===== src/rtl/bcd_timer_n.sv =====
// bcd_timer_n: a run/pause BCD timer that counts up or down between 0 and MAX_VAL.
// A prescaler produces one count step every DIV clock cycles spent in RUN.
//
// Parameters
//   DIGITS   number of BCD digits (1..8)
//   MAX_VAL  terminal count, binary (1..10^DIGITS-1)
//   DIV      clk cycles per count step (1..2^16)
//
// Ports
//   clk       clock; all state changes on its rising edge
//   rest_n    asynchronous active-low reset
//   start     run request (level)
//   stop      pause request (level); wins over start
//   clr       synchronous clear of the count, returns to IDLE
//   up_dn     1 = count up, 0 = count down
//   load      synchronous load of load_val (any state, no state change)
//   load_val  BCD load value, digit 0 in [3:0]
//   bcd       current count in BCD (the count register itself)
//   seg       active-high {g..a} segments per digit, one cycle behind bcd
//   running   high while in RUN
//   wrap      one-cycle pulse after a wrap-around step
//
// state | meaning
// ------+-------------------------------------------------------------
// IDLE  | stopped, prescaler held at 0, waiting for start
// RUN   | prescaler advancing, count steps on every prescaler tick
// PAUSE | count and prescaler frozen, resumes on start
module bcd_timer_n #(
    parameter int DIGITS  = 2,
    parameter int MAX_VAL = 99,
    parameter int DIV     = 1
) (
    input  logic                  clk,
    input  logic                  rest_n,
    input  logic                  start,
    input  logic                  stop,
    input  logic                  clr,
    input  logic                  up_dn,
    input  logic                  load,
    input  logic [4*DIGITS-1:0]   load_val,
    output logic [4*DIGITS-1:0]   bcd,
    output logic [7*DIGITS-1:0]   seg,
    output logic                  running,
    output logic                  wrap
);

    function automatic logic [4*DIGITS-1:0] to_bcd(input int v);
        logic [4*DIGITS-1:0] r;
        int t;
        r = '0;
        t = v;
        for (int i = 0; i < DIGITS; i++) begin
            r[4*i +: 4] = 4'(t % 10);
            t = t / 10;
        end
        return r;
    endfunction

    function automatic logic [6:0] seg_pat(input logic [3:0] d);
        case (d)
            4'd0:    seg_pat = 7'h3F;
            4'd1:    seg_pat = 7'h06;
            4'd2:    seg_pat = 7'h5B;
            4'd3:    seg_pat = 7'h4F;
            4'd4:    seg_pat = 7'h66;
            4'd5:    seg_pat = 7'h6D;
            4'd6:    seg_pat = 7'h7D;
            4'd7:    seg_pat = 7'h07;
            4'd8:    seg_pat = 7'h7F;
            4'd9:    seg_pat = 7'h6F;
            default: seg_pat = 7'h00;
        endcase
    endfunction

    localparam int                  PW       = (DIV > 1) ? $clog2(DIV) : 1;
    localparam logic [PW-1:0]       PRE_TC   = PW'(DIV - 1);
    localparam logic [4*DIGITS-1:0] MAX_BCD  = to_bcd(MAX_VAL);
    localparam logic [7*DIGITS-1:0] SEG_ZERO = {DIGITS{7'h3F}};

    typedef enum logic [1:0] {
        S_IDLE  = 2'd0,
        S_RUN   = 2'd1,
        S_PAUSE = 2'd2
    } state_t;

    state_t              state;
    state_t              state_nxt;
    logic                run_nxt;
    logic [PW-1:0]       presc;
    logic                tick;
    logic [4*DIGITS-1:0] cnt;
    logic [4*DIGITS-1:0] cnt_inc;
    logic [4*DIGITS-1:0] cnt_dec;
    logic [31:0]         ld_bin;
    logic                ld_ok;
    logic [7*DIGITS-1:0] seg_nxt;
    logic                cy;
    logic                bw;

    // state register
    always_ff @(posedge clk or negedge rest_n) begin
        if (!rest_n) state <= S_IDLE;
        else         state <= state_nxt;
    end

    // next-state logic; stop has priority over start
    always_comb begin
        state_nxt = state;
        if (clr) begin
            state_nxt = S_IDLE;
        end else begin
            case (state)
                S_IDLE:  if (start && !stop) state_nxt = S_RUN;
                S_RUN:   if (stop)           state_nxt = S_PAUSE;
                S_PAUSE: if (start && !stop) state_nxt = S_RUN;
                default: state_nxt = S_IDLE;
            endcase
        end
    end

    // output logic; decoded from the next state so running lines up with state
    always_comb begin
        run_nxt = (state_nxt == S_RUN);
    end

    always_ff @(posedge clk or negedge rest_n) begin
        if (!rest_n) running <= 1'b0;
        else         running <= run_nxt;
    end

    assign tick = (state == S_RUN) && (presc == PRE_TC);

    always_ff @(posedge clk or negedge rest_n) begin
        if (!rest_n)                                presc <= '0;
        else if (clr || load || state == S_IDLE)    presc <= '0;
        else if (state == S_RUN)                    presc <= tick ? '0 : presc + PW'(1);
    end

    // Ripple carry/borrow across digits. The terminal values (MAX_VAL up,
    // 0 down) are caught separately, so these never see an out-of-range result.
    always_comb begin
        cnt_inc = cnt;
        cnt_dec = cnt;
        cy      = 1'b1;
        bw      = 1'b1;
        for (int i = 0; i < DIGITS; i++) begin
            if (cy) begin
                if (cnt[4*i +: 4] == 4'd9) begin
                    cnt_inc[4*i +: 4] = 4'd0;
                end else begin
                    cnt_inc[4*i +: 4] = cnt[4*i +: 4] + 4'd1;
                    cy = 1'b0;
                end
            end
            if (bw) begin
                if (cnt[4*i +: 4] == 4'd0) begin
                    cnt_dec[4*i +: 4] = 4'd9;
                end else begin
                    cnt_dec[4*i +: 4] = cnt[4*i +: 4] - 4'd1;
                    bw = 1'b0;
                end
            end
        end
    end

    // A load value with a non-decimal digit or above MAX_VAL saturates to MAX_VAL.
    always_comb begin
        ld_bin = '0;
        ld_ok  = 1'b1;
        for (int i = DIGITS - 1; i >= 0; i--) begin
            ld_bin = ld_bin * 32'd10 + 32'(load_val[4*i +: 4]);
            if (load_val[4*i +: 4] > 4'd9) ld_ok = 1'b0;
        end
        if (ld_bin > 32'(MAX_VAL)) ld_ok = 1'b0;
    end

    always_ff @(posedge clk or negedge rest_n) begin
        if (!rest_n) begin
            cnt  <= '0;
            wrap <= 1'b0;
        end else begin
            wrap <= 1'b0;
            if (clr) begin
                cnt <= '0;
            end else if (load) begin
                cnt <= ld_ok ? load_val : MAX_BCD;
            end else if (tick) begin
                if (up_dn) begin
                    if (cnt == MAX_BCD) begin
                        cnt  <= '0;
                        wrap <= 1'b1;
                    end else begin
                        cnt <= cnt_inc;
                    end
                end else begin
                    if (cnt == '0) begin
                        cnt  <= MAX_BCD;
                        wrap <= 1'b1;
                    end else begin
                        cnt <= cnt_dec;
                    end
                end
            end
        end
    end

    assign bcd = cnt;

    always_comb begin
        seg_nxt = '0;
        for (int i = 0; i < DIGITS; i++) begin
            seg_nxt[7*i +: 7] = seg_pat(cnt[4*i +: 4]);
        end
    end

    always_ff @(posedge clk or negedge rest_n) begin
        if (!rest_n) seg <= SEG_ZERO;
        else         seg <= seg_nxt;
    end

endmodule


===== config.mk =====
export PLATFORM = sky130hd
export DESIGN_NAME = bcd_timer_n
export DESIGN_NICKNAME = d
export VERILOG_FILES = /design/src/rtl/bcd_timer_n.sv
export SDC_FILE = /design/constraint.sdc
export NUM_CORES = 1
export LEC_CHECK = 0
export ABC_AREA = 1
export CORE_AREA = 4 4 99 101
export DETAILED_ROUTE_END_ITERATION = 12
export DIE_AREA = 0 0 103 105
export GPL_ROUTABILITY_DRIVEN = 0
export GPL_TIMING_DRIVEN = 0
export SLEW_MARGIN = 20
export SYNTH_ARGS = -nofsm -noshare
export SYNTH_HDL_FRONTEND = slang
export SYNTH_SLANG_ARGS = --single-unit

===== constraint.sdc =====
create_clock -name clk -period 2.8 [get_ports clk]
set_clock_uncertainty 0.05 [all_clocks]
set_input_delay 0.56 -clock clk [delete_from_list [all_inputs] [get_ports clk]]
set_output_delay 0.56 -clock clk [all_outputs]
set_load 0.03 [all_outputs]

# Yosys cells after proc, flatten, opt, wreduce, memory -nomap -nowiden
# Memories as Yosys holds them, arrays and structs flattened. A register that Yosys moved wholly into a read port is not among the register bits.
# Cells that the tools add are included.
op_classes:
  n_eq_ne: 7
  n_bitwise: 1
  div: 0
  shifts: 0
  muxes: 31
  addsub: 6
  n_lt_le_gt_ge: 3
  mul: 1
  n_reduce_logical: 16
op_table:
  columns: ["op", "count"]
  rows:
  - ["$mux 8", 7]
  - ["$mux 4", 6]
  - ["$mux 1", 14]
  - ["$add 8x4->9", 1]
  - ["$gt 9x7->1 const B", 1]
  - ["$add 4x1->4 const B", 2]
  - ["$eq 4x4->1 const B", 2]
  - ["$eq 8x8->1 const B", 1]
  - ["$gt 4x4->1 const B", 2]
  - ["$logic_not 4->1", 2]
  - ["$logic_not 8->1", 1]
  - ["$sub 4x1->4 const B", 2]
  - ["$mul 4x3->7 const B", 1]
  - ["$mux 2", 3]
  - ["$ne 5x2->1 const B", 1]
  - ["$reduce_bool 5->1", 1]
  - ["$eq 2x1->1 const B", 2]
  - ["$pmux 2 s2", 1]
  - ["$logic_not 1->1", 3]
  - ["$reduce_and 3->1", 1]
  - ["$reduce_bool 3->1", 1]
  - ["$eq 2x2->1 const B", 1]
  - ["$logic_and 1x1->1", 2]
  - ["$logic_not 2->1", 1]
  - ["5 further kinds", 6]
totals:
  memories: 2
  ram_bits: 0
  inputBits: 15
  register_bits: 13
  latch_bits: 0
  romBits: 224
  output_inout_bits: 24
memory_table:
  columns: ["name", "depth", "word_bits", "read_ports", "rd_clocked_by_memory_dff", "write_ports", "line_no", "rtl"]
  rows:
  - ["(no name shown)", 16, 7, 1, 1, 0, "60", "case (d)"]
  - ["(no name shown)", 16, 7, 1, 1, 0, "60", null]

# Longest topological paths before layout
logic_depth:
  ltp_word: 8
  mapped_depth: 15

# Worst setup path before layout
# OpenSTA, ideal clock, no wires.
synth_path:
  path_kind: "input to register"
  startpoint: "in load_val[5]"
  endpoint: "reg cnt[0], in the netlist bcd[0]"
  path_stages: 12
  path_buffers: 0
  t_arrival_ns: 2.328
  setup_slack_ns: 0.302
  setup_time_ns: 0.120
  required_time_ns: 2.630
  cell_sequence: "ha_1 -> ha_1 -> inv_1 -> fa_1 -> nor2_4 -> nand3_1 -> nand2_1 -> nand3_2 -> nor2_4 -> nand2_1 -> o21ai_1 -> nand2_1"
synth_via:
  elab_chain_len: 7
  word_cells_on_any_way: 10
synth_lines:
  columns: ["element", "line_no", "rtl"]
  rows:
  - ["start: declaration", "40", "input logic [4*DIGITS-1:0] load_val,"]
  - ["$mul 4x3->7 / $gt 4x4->1 (equally long branches)", "171, 172", null]
  - ["$add 8x4->9 / $mux 1 (equally long branches)", "171, 172", null]
  - ["$gt 9x7->1 / $mux 1 (equally long branches)", "174, 172", null]
  - ["$mux 1 (*)", "174", "if (ld_bin > 32'(MAX_VAL)) ld_ok = 1'b0;"]
  - ["$mux 8 (*)", "186", "cnt <= ld_ok ? load_val : MAX_BCD;"]
  - ["$mux 8 (*)", "185", "end else if (load) begin"]
  - ["$mux 8 (*)", "183", "if (clr) begin"]
  - ["end signal: assignment", "186", null]
  - ["end signal: assignment", "193", "cnt <= cnt_inc;"]
  - ["end signal: assignment", "200", "cnt <= cnt_dec;"]
  - ["end: declaration", "91", "logic [4*DIGITS-1:0] cnt;"]
# Every way passes the cells marked *; elsewhere a longest branch is shown, timed or not.
# A chain may end at the register's enable or synchronous reset.

# Final worst setup path
layout_path:
  startpoint: "in load_val[5]"
  endpoint: "reg cnt[1], in the netlist bcd[1]"
# The elaborated chain is that of the path after synthesis.

==> impl_results.md <==
- Final worst path period share: 93.8%
- H-tree depth: 1
- Area of the mapped netlist: 0.00210 mm²
- Clk buf depth: 2
- Initial antenna violation count: 0
- Rel. slew slack: 60.4%
- Req. time, crit path: 2.93 ns
- R2R depth: 10
- Via count: 1778
- Total wire length: 4560 µm
- Vias in the first global route: 1717
- Leakage: 0.00128 µW
- CTS Buf Count: 3
- Worst skew pair latency: 0.27 ns
- DRT iter0 DRCs: 37
- Final Hold Viols: 0
- Most used cell, CP: nand2_1
- Pwr Density: 561 mW/mm²
- Clk sinks: 27
- Die Ht: 105 µm
- Actual slew at the worst max-slew pin: 0.594 ns
- TNS Setup: 0 ns
- Vias/cell: 4.25
- Crit-path leading delay family: adder cells
- Worst Path Buf+Inv: 2
- Max-Cap Viols: 0
- Largest net degree at the start of global routing: 28
- Finished Core Util: 29.5%
- Slew Viols, Final: 0
- Core area: 0.00902 mm²
- Placed Cells: 413
- Critical Path Slowest Stage Cell: fa_2
- Hold_buf cts: 0
- First-pass GRT wire length: 7850 µm
- Total congestion overflow: 0
- CP cell instances: clkdlybuf4s15_1, ha_1, ha_1, inv_1, fa_2, nor2_4, nand3_1, nand3_1, nand2_1, nor2_1, nand2_2, nand3_1, nand2_1, nand2_1, nand2_1
- YS warnings: 0
- Antenna diode count: 0
- Worst vdd ir: 0.000179 V
- Register area share after synthesis: 33.0%
- Post-DRT Antenna Nets: 0
- Clk slew on worst S/H paths: 0.10 ns
- Sequential Area: 691 µm²
- Reg2Reg Capture Point: bcd[2]
- Number of port buffers: 37
- Worst path arrival time: 2.75 ns
- Die width: 103 µm
- Fmax: 0.381 GHz
- Final setup viols: 0
- Post-route cell area: 0.00266 mm²
- RSZ-0062 raised after global routing: no
- Worst hold slack: 0.229 ns
- Min Tclk post-route: 2.63 ns
- Hpwl dp: 3680 µm
- Dpl cell area: 0.00260 mm²
- Critical setup path kind: primary input to flop
- GR Util All Layers: 8.75%
- Synth Net Count: 304
- Post-Syn Instances: 265
- R2r startpoint: bcd[0]
- R2r setup slk: 0.92 ns
- Area occupied by multi-input gates: 0.00121 mm²
- Post-route DRC: 0
- Drt pass-1 iters: 4
- Area Growth Syn to Fin: 26.9%
- Clock root cell: clkbuf_8
- Post-Layout Cell Count: 418
- CP Depth: 15
- CTS tree: built
- Worst setup SP type: primary input
- Share of layout cells above drive strength 1: 16.6%
- Die area: 0.0108 mm²
- Hold Path Class: primary input to async pin
- Final nets: 347
- Endpoint class of the critical path: flop
- Initial Util: 23.2%
- Post-synthesis average cell area: 7.91 µm²
- CP max FO: 7
- Num ports: 39
- Largest stage delay, worst path: 0.46 ns
- Cell variety after synth: 34
- Status: finished, final reports clean
- Row cnt: 35
- Layout fillers: 958
- Detail-routed net length per standard cell: 10.9 µm
- #FFs+latches synth: 27
where the power goes:
group / internal (µW) / switching (µW)
sequential: 494 / 40.4
clock: 101 / 124
combinational: 288 / 443
cell type report:
type | count | share of cell area, %
Buffer | 6 | 2.45
Clock buffer | 3 | 1.55
Clock inverter | 1 | 0.282
Inverter | 35 | 5.13
Multi-Input combinational cell | 197 | 45.4
Sequential cell | 27 | 26.0
Tap cell | 111 | 5.22
Timing Repair Buffer | 38 | 14.0
Yosys cell counts, drive strengths merged:
master | number | share of area, %
a211oi | 1 | 0.36
a21oi | 15 | 3.8
a31oi | 4 | 1.9
and3b | 1 | 0.42
buf | 6 | 3.1
dfrtp | 15 | 18
dfstp | 12 | 15
fa | 2 | 1.9
ha | 22 | 13
inv | 35 | 6.5
nand2 | 70 | 13
nand3 | 23 | 6.0
nand4 | 5 | 1.5
nor2 | 24 | 5.6
nor3 | 3 | 1.3
nor4 | 1 | 0.30
o21ai | 13 | 3.1
o22ai | 2 | 0.60
or2 | 4 | 1.2
xnor2 | 1 | 0.42
xor2 | 6 | 2.5
worst max path at each step:
stage	start	endpoint	slack (ns)
finish	load_val[5]	bcd[1]	0.17
global placement	load_val[5]	bcd[1]	-0.40
global route	load_val[5]	bcd[2]	0.005
detailed placement	load_val[7]	bcd[1]	-0.44
floorplan	load_val[5]	bcd[0]	0.30
CTS	load_val[6]	bcd[1]	0.03
timing repair:
item | CTS | global route
buffers inserted | 0 | 1
gates resized for setup | 2 | 6
pin swaps | 1 | 3
gates cloned | 0 | 0
endpoints found under the setup margin | 8 | 8
flip-flops by register name, indices dropped and copies added (netlist names):
register,flops
seg,14
bcd,8
state,2
presc,1
running,1
wrap,1
cell usage in the layout, fill, tap and decap left out, types with 2 or more instances in the layout:
master and instances:
a21oi_1 14, dfstp_2 12, dlymetal6s2s_1 2, ha_1 22, buf_6 4, nand3_2 2, clkbuf_8 3, nand2_2 5
xor2_1 6, nand4_1 5, nor2_4 3, clkdlybuf4s50_1 32, o21ai_1 3, inv_1 30, or2_2 4, buf_2 2
nand3_1 21, o22ai_1 2, nand2_1 64, inv_2 4, o21ai_0 10, a31oi_1 3, nor2_2 2, nor2_1 19
dfrtp_1 15, nor3_1 2
metal layers:
layer / routed length (µm) / track usage [%] / vias up
met5: 0 / 0 / -
met4: 66 / 2.68 / 0
met3: 219 / 1.13 / 6
met2: 2140 / 14.5 / 38
met1: 2140 / 11.7 / 798
li1: - / - / 936
kinds of logic after synthesis:
family / synth area share, %
AO/OA/AOI/OAI: 9.73
XOR/XNOR: 2.93
adder cells (fa/ha/maj): 15.0
buffers and inverters: 9.61
flip-flops: 33.0
AND/OR/NAND/NOR: 29.7
metrics by stage:
step                worst slack (ns)  total power [µW]
detailed placement            -0.439              1280
finish                         0.173              1490
global route                 0.00531              1600
floorplan                      0.302              1030
global placement              -0.404              1270
CTS                           0.0260              1500
(Power assumes the default switching activity.)
